## src/rtl/spi_flash_pkg.sv

```systemverilog
// spi_flash_pkg: opcodes and FSM states shared by the SPI flash responder.
package spi_flash_pkg;
    localparam logic [7:0] OP_READ      = 8'h03;
    localparam logic [7:0] OP_FAST_READ = 8'h0B;
    typedef enum logic [2:0] {IDLE, CMD, ADDR, DUMMY, DATA, IGNORE} state_t;
endpackage

```

## src/rtl/spi_sync_edge.sv

```systemverilog
// spi_sync_edge: 2-FF synchronizer with registered rise/fall strobes (3 clk pin-to-strobe).
module spi_sync_edge #(
    parameter logic RST_VAL = 1'b0
) (
    input  logic clk,
    input  logic rst_n,
    input  logic d,
    output logic rise,
    output logic fall
);
    logic [2:0] s;
    always_ff @(posedge clk) begin
        if (!rst_n) begin
            s    <= {3{RST_VAL}};
            rise <= 1'b0;
            fall <= 1'b0;
        end else begin
            s    <= {s[1:0], d};
            rise <= s[1] & ~s[2];
            fall <= ~s[1] & s[2];
        end
    end
endmodule

```

## src/rtl/spi_flash_responder.sv

```systemverilog
// spi_flash_responder: SPI NOR-flash READ target serving bytes from a memory port.
// Define SPI_FLASH_RESPONDER_FAST_READ_EN to accept FAST_READ (0x0B) with 8 dummy clocks.
import spi_flash_pkg::*;
module spi_flash_responder #(
    parameter int   ADDR_W    = 24,
    parameter logic IDLE_MISO = 1'b1
) (
    input  logic              clk,
    input  logic              rst_n,
    input  logic              spi_clk,
    input  logic              spi_cs_n,
    input  logic              spi_mosi,
    output logic              spi_miso,
    output logic              spi_miso_oe,
    output logic [ADDR_W-1:0] mem_addr,
    output logic              mem_req,
    input  logic              mem_ack,
    input  logic [7:0]        mem_data,
    output logic              busy,
    output logic              err_cmd,
    output logic              err_underrun
);
`ifdef SPI_FLASH_RESPONDER_FAST_READ_EN
    localparam bit FAST_EN = 1'b1;
`else
    localparam bit FAST_EN = 1'b0;
`endif
    localparam int CW = $clog2(ADDR_W) + 1;

    state_t            state, state_nx;
    logic [CW-1:0]     bit_cnt, bit_cnt_nx;
    logic [ADDR_W-2:0] shift, shift_nx;
    logic [ADDR_W-1:0] addr_nx, din;
    logic [7:0]        pre, pre_nx, sh, sh_nx, byte_in, op;
    logic [2:0]        bcnt, bcnt_nx;
    logic [1:0]        mosi_s;
    logic pre_vld, pre_vld_nx, req_nx, miso_nx, fast, fast_nx, cs_on, cs_on_nx;
    logic err_cmd_nx, err_un_nx, sck_rise, sck_fall, cs_rise, cs_fall;

    spi_sync_edge #(.RST_VAL(1'b0)) u_sck (.clk(clk), .rst_n(rst_n), .d(spi_clk), .rise(sck_rise), .fall(sck_fall));
    spi_sync_edge #(.RST_VAL(1'b1)) u_cs (.clk(clk), .rst_n(rst_n), .d(spi_cs_n), .rise(cs_rise), .fall(cs_fall));

    assign din         = {shift, mosi_s[1]};
    assign op          = din[7:0];
    assign byte_in     = pre_vld ? pre : 8'hFF;
    assign spi_miso_oe = (state == DATA);
    assign busy        = cs_on && (state != IDLE);

    always_ff @(posedge clk) begin
        if (!rst_n) begin
            state        <= IDLE;
            bit_cnt      <= '0;
            shift        <= '0;
            mem_addr     <= '0;
            mem_req      <= 1'b0;
            pre          <= '0;
            pre_vld      <= 1'b0;
            sh           <= '1;
            bcnt         <= '0;
            spi_miso     <= IDLE_MISO;
            fast         <= 1'b0;
            cs_on        <= 1'b0;
            err_cmd      <= 1'b0;
            err_underrun <= 1'b0;
            mosi_s       <= '0;
        end else begin
            state        <= state_nx;
            bit_cnt      <= bit_cnt_nx;
            shift        <= shift_nx;
            mem_addr     <= addr_nx;
            mem_req      <= req_nx;
            pre          <= pre_nx;
            pre_vld      <= pre_vld_nx;
            sh           <= sh_nx;
            bcnt         <= bcnt_nx;
            spi_miso     <= miso_nx;
            fast         <= fast_nx;
            cs_on        <= cs_on_nx;
            err_cmd      <= err_cmd_nx;
            err_underrun <= err_un_nx;
            mosi_s       <= {mosi_s[0], spi_mosi};
        end
    end

    always_comb begin
        state_nx   = state;
        bit_cnt_nx = bit_cnt;
        shift_nx   = shift;
        addr_nx    = mem_addr;
        req_nx     = mem_req;
        pre_nx     = pre;
        pre_vld_nx = pre_vld;
        sh_nx      = sh;
        bcnt_nx    = bcnt;
        miso_nx    = spi_miso;
        fast_nx    = fast;
        err_cmd_nx = 1'b0;
        err_un_nx  = 1'b0;
        cs_on_nx   = cs_fall ? 1'b1 : cs_rise ? 1'b0 : cs_on;
        // A late ack still lands in the prefetch, even after an underrun.
        if (mem_req && mem_ack) begin
            req_nx     = 1'b0;
            pre_nx     = mem_data;
            pre_vld_nx = 1'b1;
        end
        case (state)
            IDLE: if (cs_fall) begin
                state_nx   = CMD;
                bit_cnt_nx = '0;
            end
            CMD: if (sck_rise) begin
                shift_nx   = din[ADDR_W-2:0];
                bit_cnt_nx = bit_cnt + 1'b1;
                if (bit_cnt == CW'(7)) begin
                    bit_cnt_nx = '0;
                    fast_nx    = (op == OP_FAST_READ);
                    if (op == OP_READ || (FAST_EN && op == OP_FAST_READ)) state_nx = ADDR;
                    else begin
                        state_nx   = IGNORE;
                        err_cmd_nx = 1'b1;
                    end
                end
            end
            ADDR: if (sck_rise) begin
                shift_nx   = din[ADDR_W-2:0];
                bit_cnt_nx = bit_cnt + 1'b1;
                if (bit_cnt == CW'(ADDR_W - 1)) begin
                    bit_cnt_nx = '0;
                    addr_nx    = din;
                    req_nx     = 1'b1;
                    pre_vld_nx = 1'b0;
                    bcnt_nx    = '0;
                    state_nx   = fast ? DUMMY : DATA;
                end
            end
            DUMMY: if (sck_rise) begin
                bit_cnt_nx = bit_cnt + 1'b1;
                if (bit_cnt == CW'(7)) state_nx = DATA;
            end
            DATA: if (sck_fall) begin
                bcnt_nx = bcnt + 1'b1;
                if (bcnt == 3'd0) begin
                    miso_nx   = byte_in[7];
                    sh_nx     = {byte_in[6:0], 1'b1};
                    err_un_nx = !pre_vld;
                    if (pre_vld) begin
                        pre_vld_nx = 1'b0;
                        addr_nx    = mem_addr + 1'b1;
                        req_nx     = 1'b1;
                    end
                end else begin
                    miso_nx = sh[7];
                    sh_nx   = {sh[6:0], 1'b1};
                end
            end
            default: ;
        endcase
        if (cs_rise) begin
            state_nx   = IDLE;
            req_nx     = 1'b0;
            pre_vld_nx = 1'b0;
        end
        miso_nx = (state_nx == DATA) ? miso_nx : IDLE_MISO;
    end
endmodule

```

## config.mk

```make
export PLATFORM = sky130hd
export DESIGN_NAME = spi_flash_responder
export DESIGN_NICKNAME = d
export VERILOG_FILES = /design/src/rtl/spi_flash_pkg.sv /design/src/rtl/spi_sync_edge.sv /design/src/rtl/spi_flash_responder.sv
export SDC_FILE = /design/constraint.sdc
export NUM_CORES = 1
export LEC_CHECK = 0
export ABC_AREA = 1
export CAP_MARGIN = 0
export CORE_MARGIN = 4
export CORE_UTILIZATION = 52
export DETAILED_ROUTE_END_ITERATION = 10
export PLACE_DENSITY = 0.86
export SETUP_SLACK_MARGIN = 0.15
export SYNTH_ARGS = -nofsm -noshare
export SYNTH_HDL_FRONTEND = slang
export SYNTH_SLANG_ARGS = --single-unit
```

## constraint.sdc

```tcl
create_clock -name clk -period 1.6 [get_ports clk]
set_input_delay 0.4 -clock clk [delete_from_list [all_inputs] [get_ports clk]]
set_output_delay 0.4 -clock clk [all_outputs]
set_load 0.05 [all_outputs]
```

==> impl_metrics.env, run 1 <==
export IMPL_initial_utilization_pct=53.2
export IMPL_diodes=0
export IMPL_io_buffers=43
export IMPL_dpl_hpwl_um=9070
export IMPL_power_frac_seq_pct=53.3
export IMPL_tritoncts="done"
export IMPL_drive_gt1_share_pct=41.0
export IMPL_clock_path_buffers=2
export IMPL_dieArea_mm2=0.0104
export IMPL_nNetsFinal=831
export IMPL_dp_slack_ns=-0.0264
export IMPL_ys_ff_latch=93
export IMPL_crit_fanout=4
export IMPL_cp_start_kind="flip-flop"
export IMPL_synth_cell_types=40
export IMPL_clock_root_buffer="clkbuf_8"
export IMPL_cts_htree_levels=3
export IMPL_cp_arrival_ns=2.34
export IMPL_status="finished, violations left"
export IMPL_ir_drop_v=0.000918
export IMPL_io_pins=44
export IMPL_swShare_pct=27.5
export IMPL_clkSinkCount=93
export IMPL_area_delta_synth_final_pct=59.6
export IMPL_drc=29
export IMPL_p_sw_mw=1.20
export IMPL_violations="DRC, setup timing"
export IMPL_grtUsageTotal_pct=31.7
export IMPL_wl_um=23100
export IMPL_via_per_inst=6.88
export IMPL_synth_area_mm2=0.00459
export IMPL_grt_pass1_wl_um=26000
export IMPL_rows=34
export IMPL_grt_max_degree=59
export IMPL_power_density_mw_per_mm2=595
export IMPL_setup_viol=68
export IMPL_intPower_mw=3.16
export IMPL_drv_slew=0
export IMPL_worstReg2RegStart="mem_addr[6]"
export IMPL_synth_edf_count=0
export IMPL_dr_pass1_iters=11
export IMPL_fillCellCount=387
export IMPL_fin_ws_ns=-0.464
export IMPL_clkSlewWorstSetupHoldPaths_ns=0.11
export IMPL_layout_cells_non_filler=926
export IMPL_slowest_delay_ns=0.37
export IMPL_gp_congestion=0.938
export IMPL_critPathCaptureType="flip-flop"
export IMPL_via_count=6372
export IMPL_rsz0062_at_grt="yes"
export IMPL_dp_cells=850
export IMPL_clk_latency_ns=0.41
export IMPL_hold_path_class="reg2reg"
export IMPL_max_cap_violations=0
export IMPL_antenna_found_initial=0
export IMPL_syn_nets=703
export IMPL_seqCellArea_mm2=0.00193
export IMPL_die_width_um=102
export IMPL_postSynthAreaPerCell_um2=6.70
export IMPL_synthArstFlopShare_pct=0
export IMPL_pwr_share_clk_pct=41.8
export IMPL_required_ns=1.88
export IMPL_multi_input_area_mm2=0.00301
export IMPL_yosys_most_used_dff="dfxtp_1"
export IMPL_combPwrFrac_pct=4.9
export IMPL_grt_overflow=0
export IMPL_path_cells="buf_4, nand2_1, nor2_4, nand2_1, nor2_1, nand2_1, nand2_1, nand3_1, nand2_1, a21oi_2"
export IMPL_finalCritPeriodShare_pct=129
export IMPL_hold_viol_final=0
export IMPL_fmax_mhz=484
export IMPL_yosysSeqAreaShare_pct=40.6
export IMPL_min_period_ns=2.06
export IMPL_slew_headroom_pct=71.5
export IMPL_antenna_left=0
export IMPL_slowest_stage="dfxtp_4"
export IMPL_wl_per_cell_um=25.0
export IMPL_report_power_total_mw=4.35
export IMPL_numCtsBuffers=9
export IMPL_worstMarginPinSlew_ns=0.427
export IMPL_grt_pass1_vias=5382
export IMPL_core_mm2=0.00864
export IMPL_whs_ns=0.425
export IMPL_finClkSkew_ns=0.0264
export IMPL_yosys_warnings=0
export IMPL_chipHeight_um=102
export IMPL_hp_start="u_sck.s[0]"
export IMPL_leakagePower_nw=2.76
export IMPL_worstSetupStartpoint="mem_addr[6]"
export IMPL_synthCells=685
export IMPL_path_common_cell="nand2_1"
export IMPL_drt_initial_drc_count=1025
export IMPL_path_class="reg2reg"
## layer usage
metal  up-vias  wire (um)  track usage (%)
li1       2484          -                -
met1      2803       7340             36.4
met2       770       9640             52.8
met3       315       3520             6.42
met4         0       2640             21.7
met5         -          0                0
## kinds of logic after synthesis
family | after synthesis | synth area share, %
DFF | 93 | 40.6
xor gates and xnor gates | 3 | 0.572
AOI/OAI and AO/OA | 142 | 17.1
and+or+nand+nor | 344 | 31.8
buffers and inverters | 99 | 8.91
adders and majority gates | 4 | 1.09
## final cells by class
type / instances / area share, %
clock buffer: 9 / 1.69
inverter: 74 / 4.13
timing repair buffer: 139 / 23.5
timing repair inverter: 1 / 0.102
clock inverter: 7 / 1.21
sequential: 93 / 26.4
multi-input combinational: 495 / 41.2
tap: 108 / 1.84
## flip-flops by register name, summed over array words and instances, names as in the netlist, 3 cells and up
register / flops
bcnt: 3
sh: 7
pre: 8
mem_addr: 24
bit_cnt: 6
shift: 23
state: 3
u_sck.s: 3
u_cs.s: 3
## synthesized netlist by cell type (2+ instances only)
library cell  number  area, um2
buf_2              8       40.0
ha_1               4       50.1
o21ai_0           62        310
nand4_1            5       31.3
o211ai_1           3       22.5
nor2_1           110        413
nor2_4             3       33.8
inv_1             69        259
a211o_1            5       43.8
nand2_4            2       22.5
xor2_1             2       17.5
nand2_2            3       18.8
a21oi_2            2       17.5
buf_6              3       33.8
a21oi_1           54        270
dfxtp_1           93       1860
nor3_1            10       50.1
o21ai_2            4       35.0
inv_2              5       18.8
o21ai_1            4       20.0
nand2_1          152        571
nand3b_1           3       22.5
nand3_1           47        235
or2_2              3       18.8
clkbuf_1          11       41.3
nor2_2             4       25.0
## stage by stage
step	instance area (um2)	util, %	setup TNS (ns)
5_1_grt	7320	84.8	-13.00
3_3_place_gp	5780	67.0	0
4_1_cts	6670	77.2	-0.111
3_5_place_dp	5780	67.0	-0.166
6_report	7320	84.8	-10.54
2_1_floorplan	4720	-	0
## worst max-delay path, delay by kind of cell, from the launching register on
family | cells | cell delay, ns
buf+inv | 1 | 0.14
simple gates | 8 | 1.37
flops | 1 | 0.37
compound gates | 1 | 0.06
## final timing paths
check                 endpoint  slack, ns  cells after the start
setup / recovery  mem_addr[18]      -0.46                     10
hold / removal      u_sck.s[1]       0.43                      2
setup reg to reg  mem_addr[18]      -0.46                     10
hold reg to reg     u_sck.s[1]       0.43                      2
## power by group through the flow
stage          clock [mW]  sequential, mW  combinational, mW
2_1_floorplan           0            2.37             0.0799
3_5_place_dp            0            2.38              0.146
5_1_grt              1.86            2.32              0.219
4_1_cts              1.69            2.32              0.158
6_report             1.82            2.32              0.212
3_3_place_gp            0            2.37              0.140
## what timing repair did
item / in CTS / in global routing
gates resized for setup: 111 / 112
setup buffers: 29 / 23
cloned: 4 / 4
pin swaps: 50 / 45
setup endpoints to repair: 70 / 76
hold buffers: 0 / 0
## layout by cell type (no fill, tap or decap), types with 22 or more instances in the layout
master   count
dfxtp_1     60
nor2_1      84
inv_1       58
nand2_1    119
buf_12      38
a21oi_1     34
o21ai_0     41
buf_4       59
buf_6       22
nand3_1     36
nand2_2     25
(Power assumes the default switching activity.)
==> inputs of run 2 (changes only) <==
- CELL_PAD_IN_SITES_DETAIL_PLACEMENT: unset -> 1
- CELL_PAD_IN_SITES_GLOBAL_PLACEMENT: unset -> 1
- CORE_UTILIZATION: 52 -> 37
==> impl_metrics.env, run 2 (synthesized netlist as in run 1, its figures left out) <==
export IMPL_status="finished, violations left"
export IMPL_violations="setup timing"
export IMPL_fillCellCount=1398
export IMPL_largest_reg_flops=24
export IMPL_crit_fanout=5
export IMPL_hold_path_class="reg2reg"
export IMPL_core_mm2=0.0121
export IMPL_path_class="reg2reg"
export IMPL_dpl_hpwl_um=10500
export IMPL_area_delta_synth_final_pct=60.3
export IMPL_min_period_ns=1.88
export IMPL_crit_buf_inv=1
export IMPL_finClkSkew_ns=0.0117
export IMPL_clkSinkCount=93
export IMPL_intPower_mw=3.74
export IMPL_drt_initial_drc_count=299
export IMPL_slew_headroom_pct=65.1
export IMPL_worstMarginPinSlew_ns=0.523
export IMPL_io_buffers=43
export IMPL_cts_htree_levels=3
export IMPL_slowest_delay_ns=0.35
export IMPL_worstSetupStartpoint="bit_cnt[1]"
export IMPL_slowest_stage="dfxtp_2"
export IMPL_dieArea_mm2=0.0143
export IMPL_critical_path_top_delay_family="simple AND/OR/NAND/NOR gates"
export IMPL_rsz0062_at_grt="yes"
export IMPL_gp_congestion=0.845
export IMPL_clock_path_buffers=2
export IMPL_required_ns=1.83
export IMPL_numCtsBuffers=9
export IMPL_tritoncts="done"
export IMPL_critPathCaptureType="flip-flop"
export IMPL_report_power_total_mw=4.88
export IMPL_reg_largest_list="mem_addr: 24 flops, shift: 23 flops, pre: 8 flops"
export IMPL_drc=0
export IMPL_max_cap_violations=0
export IMPL_dp_cells=905
export IMPL_io_pins=44
export IMPL_antenna_left=0
export IMPL_cp_arrival_ns=2.11
export IMPL_finalCritPeriodShare_pct=117
export IMPL_final_util_pct=61.0
export IMPL_worstReg2RegStart="bit_cnt[1]"
export IMPL_chipHeight_um=119
export IMPL_antenna_found_initial=0
export IMPL_top_register="mem_addr"
export IMPL_wl_um=21500
export IMPL_cp_start_kind="flip-flop"
export IMPL_grt_max_degree=34
export IMPL_diodes=0
export IMPL_grt_pass1_wl_um=28000
export IMPL_power_frac_seq_pct=47.6
export IMPL_drive_gt1_share_pct=37.1
export IMPL_layout_commonest_cell="nand2_1"
export IMPL_layout_cells_non_filler=973
export IMPL_clock_root_buffer="clkbuf_16"
export IMPL_via_per_inst=5.63
export IMPL_ir_drop_v=0.000736
export IMPL_hp_start="u_sck.s[0]"
export IMPL_power_density_mw_per_mm2=663
export IMPL_path_cells="ha_4, buf_6, nand3_4, nor2_4, nand2_4, nand2_4, nand3b_1, o21ai_1, a21oi_1"
export IMPL_p_sw_mw=1.14
export IMPL_hold_viol_final=0
export IMPL_dp_slack_ns=-0.0522
export IMPL_nNetsFinal=818
export IMPL_combPwrFrac_pct=4.3
export IMPL_dr_pass1_iters=4
export IMPL_leakagePower_nw=2.78
export IMPL_grt_overflow=0
export IMPL_setup_viol=38
export IMPL_pwr_share_clk_pct=48.1
export IMPL_whs_ns=0.430
export IMPL_wl_per_cell_um=22.1
export IMPL_initial_utilization_pct=38.1
export IMPL_swShare_pct=23.3
export IMPL_fmax_mhz=533
export IMPL_clkSlewWorstSetupHoldPaths_ns=0.06
export IMPL_clk_latency_ns=0.37
export IMPL_die_width_um=119
export IMPL_grtUsageTotal_pct=24.7
export IMPL_fin_ws_ns=-0.277
export IMPL_rows=40
export IMPL_final_cell_mix="nand2_1, nor2_1, dfxtp_1"
export IMPL_grt_pass1_vias=5634
export IMPL_via_count=5474
export IMPL_path_common_cell="nand2_4"
export IMPL_drv_slew=0
export IMPL_holdBufCountCts=0
==> run 2: cell count changes in the layout (fill, tap and decap cells not counted), sizes merged <==
cell and change:
bufbuf +2, inv -2, clkbuf +4, clkdlybuf4s50 -1, buf -13, clkinv +1
clkinvlp -4
==> run 2: tightest hold or removal path, stage by stage, from the launching register on <==
cell     delay (ns)
dfxtp_1        0.31
nand2_1        0.05
inv_1          0.04
==> run 2: per-stage QoR <==
stage          setup TNS [ns]  cell area (um2)
5_1_grt                 -6.69             7360
6_report                -3.86             7360
2_1_floorplan               0             4720
3_3_place_gp                0             5820
4_1_cts                -0.361             6720
3_5_place_dp           -0.205             5820
==> run 2: worst paths after layout <==
kind                      to  cells past startpoint  slack (ns)
setup reg to reg     bcnt[0]                      9       -0.28
hold / removal    u_sck.s[1]                      2        0.43
hold reg to reg   u_sck.s[1]                      2        0.43
setup / recovery     bcnt[0]                      9       -0.28
==> run 2: metal layers <==
layer | GRT usage [%] | up-vias | part of all wire [%]
met5 | 0 | - | 0
met4 | 11.8 | 0 | 7.0
met3 | 5.89 | 113 | 4.5
met2 | 46.6 | 221 | 53
met1 | 25.5 | 2682 | 35
li1 | - | 2458 | -
==> run 2: area by class of cell <==
class	instances	area (um2)	share of cell area, %
multi-input combinational	495	2930	39.8
inverter	74	310	4.22
clock inverter	3	41.3	0.561
timing repair buffer	127	1660	22.6
sequential	93	1930	26.3
tap	168	210	2.86
clock buffer	13	272	3.69
==> run 2: power by group through the flow <==
| stage | sequential [mW] | combinational [mW] | clock, mW |
|---|---|---|---|
| after global placement | 2.37 | 0.144 | 0 |
| final | 2.32 | 0.212 | 2.35 |
| after CTS | 2.32 | 0.171 | 2.34 |
| after floorplan | 2.37 | 0.0799 | 0 |
| after detailed placement | 2.38 | 0.152 | 0 |
| after global routing | 2.32 | 0.226 | 2.45 |
==> run 2: timing repair <==
item	in CTS	in global routing
gates resized for setup	88	133
cloned	4	5
pin swaps	27	48
setup endpoints to repair	53	69
setup buffers	27	16
==> patch: new RTL, settings of run 1 <==
Make the reset (`rst_n`) asynchronous in 2 clocked blocks.
--- a/src/rtl/spi_sync_edge.sv
+++ b/src/rtl/spi_sync_edge.sv
@@ -9,7 +9,7 @@
     output logic fall
 );
     logic [2:0] s;
-    always_ff @(posedge clk) begin
+    always_ff @(posedge clk or negedge rst_n) begin
         if (!rst_n) begin
             s    <= {3{RST_VAL}};
             rise <= 1'b0;
--- a/src/rtl/spi_flash_responder.sv
+++ b/src/rtl/spi_flash_responder.sv
@@ -46,7 +46,7 @@
     assign spi_miso_oe = (state == DATA);
     assign busy        = cs_on && (state != IDLE);
 
-    always_ff @(posedge clk) begin
+    always_ff @(posedge clk or negedge rst_n) begin
         if (!rst_n) begin
             state        <= IDLE;
             bit_cnt      <= '0;
Behaviour: differs if rst_n is asserted again (counterexample within 10 cycles, from zero or initial values and one cycle with rst_n low); with rst_n held inactive, the same outputs for 10 cycles.
==> patch against run 1 <==
The run ends with setup timing left; setup slack better by 0.22 ns; design area up 0.97%; area after synthesis up 3.3%; wire length down 27%; final cell count down 8.0%; sequential cell count unchanged; critical path type unchanged; critical endpoint is now mem_addr[15]$_DFFE_PN0P_.
Power is not compared: it rests on default switching activity, and its combinational part moved more than twofold at a synthesized area within 25%.
==> patch: results (changes against run 1) <==
outcome=finished, violations left; failing checks=setup timing; Placed Area=5970 µm² (+3.3%); Commonest cells post-synth=204 x nand2_1, 82 x dfrtp_1, 75 x nor2_1; Final Util=0.840 (-0.00829); TNS Setup=-5.71 ns (+4.83 ns); nets=757 (-8.9%); CP Max Fanout=6 (+2); mux share of post-synthesis cell area=0.0261 (+0.0261); final setup skew=0.0213 ns (-0.00514 ns); main area contributors after synthesis=dfrtp_1 43%, nand2_1 16%, dfstp_2 6.1%; largest net degree at the start of global routing=29 (-51%); Worst R2R End=mem_addr[15]$_DFFE_PN0P_; number of I/O port buffers=43 (unchanged); RR Startpoint=mem_addr[6]$_DFFE_PN0P_; Pre-antenna DRT Iters=5 (-6); final wirelength=16,800 µm (-27%); Clk Latency, worst-skew pair=0.37 ns (-0.04 ns); setup slack after layout=-0.248 ns (+0.217 ns); Top FF cell, synth=dfrtp_1; CP arrival=2.10 ns (-0.24 ns); adder-cell share of the synthesized area=0.0106 (-0.000351); FFs w/ async S/R, synth=1.00 (+1.00); first-pass GRT wire length=23,800 µm (-8.8%); # fillers=416 (+7.5%); sequential share of the synthesized area=0.494 (+0.0880); post-synthesis xor/xnor area fraction=0.00739 (+0.00166); Synthesized Nets=627 (-11%); hold path cells=0 (-2); Reg2Reg Depth=7 (-3); Worst Hold Path EP=u_cs.s[1]$_DFF_PN1_; Slew headroom=0.749 (+0.0337); Post-Syn Area per Cell=7.79 µm² (+16%); Finish-stage setup viols=53 (-22%); post-DP HPWL=8260 µm (-8.9%); Synth Area in Compound Gates=0.0789 (-0.0923); vias in the first global route=5,008 (-6.9%); Yosys cell types=32 (-20%)
## patch: cell types whose count changed after synthesis, sizes merged, moves of 7 or more
cell	run 1	this run
a21oi	56	16
dfrtp	0	82
inv	74	59
o21ai	70	39
nor2	117	80
clkbuf	12	0
mux2	0	11
nand2	157	206
dfxtp	93	0
dfstp	0	11
nor3	10	3
## patch: cells by family after synthesis
group / count (synthesis)
xor+xnor: 4
buf+inv: 75
compound gates: 66
fa+ha+maj: 4
flops: 93
simple gates: 356
mux: 11
## patch: through the flow
stage / cells / setup slack (ns)
6_report: 852 / -0.248
3_3_place_gp: 783 / 0.0183
2_1_floorplan: 609 / 0.0417
4_1_cts: 835 / -0.103
5_1_grt: 852 / -0.308
3_5_place_dp: 783 / -0.0533
## patch: per-layer routing
metal,GRT usage,vias to the layer above,share of wire
met4,0.122,0,0.076
li1,-,2208,-
met5,0,-,0
met3,0.0622,135,0.093
met2,0.470,404,0.48
met1,0.317,2388,0.35
## patch: worst max-delay path by stage
stage	startpoint	slack [ns]	to	cells past startpoint
2_1_floorplan	mem_addr[0]$_DFFE_PN0P_	0.04	mem_addr[8]$_DFFE_PN0P_	10
3_3_place_gp	bit_cnt[0]$_DFFE_PN0P_	0.02	mem_addr[9]$_DFFE_PN0P_	9
3_5_place_dp	mem_ack	-0.05	pre[0]$_DFFE_PN0P_	3
4_1_cts	state[1]$_DFF_PN0_	-0.10	busy	4
5_1_grt	bit_cnt[1]$_DFFE_PN0P_	-0.31	mem_addr[17]$_DFFE_PN0P_	10
6_report	mem_addr[6]$_DFFE_PN0P_	-0.25	mem_addr[15]$_DFFE_PN0P_	7
## patch: where the power goes
group          internal, mW  total (mW)  leakage [nW]  switching (mW)
Sequential             2.63        2.88          1.16           0.248
Combinational         0.507        1.25          2.09           0.743
Clock                 0.969        1.84         0.116           0.868
Total                  4.11        5.97          3.36            1.86
## patch: critical path, stage by stage (launching register included)
cell	delay, ns
dfrtp_2	0.47
nand2_1	0.15
nor2_2	0.24
nand2_2	0.17
o21ai_0	0.32
nand3_1	0.19
nand3_2	0.12
nand2_1	0.06
## patch: repair_timing
| item | CTS | global route |
|---|---|---|
| endpoints found under the setup margin | 52 | 74 |
| setup buffers | 26 | 17 |
| hold buffers | 1 | 0 |
| gates cloned | 9 | 0 |
| pin swaps | 37 | 30 |
| endpoints found under the hold margin | 19 | 0 |
| gates resized for setup | 116 | 101 |
## patch: layout make-up
class                   instances  area share
well taps                     108      0.0183
clock buffers                  11      0.0205
flip-flops and latches         93       0.321
repair inverters                3     0.00491
repair buffers                130       0.223
clock inverters                 5      0.0110
inverters                      59      0.0327
multi-input cells             443       0.369
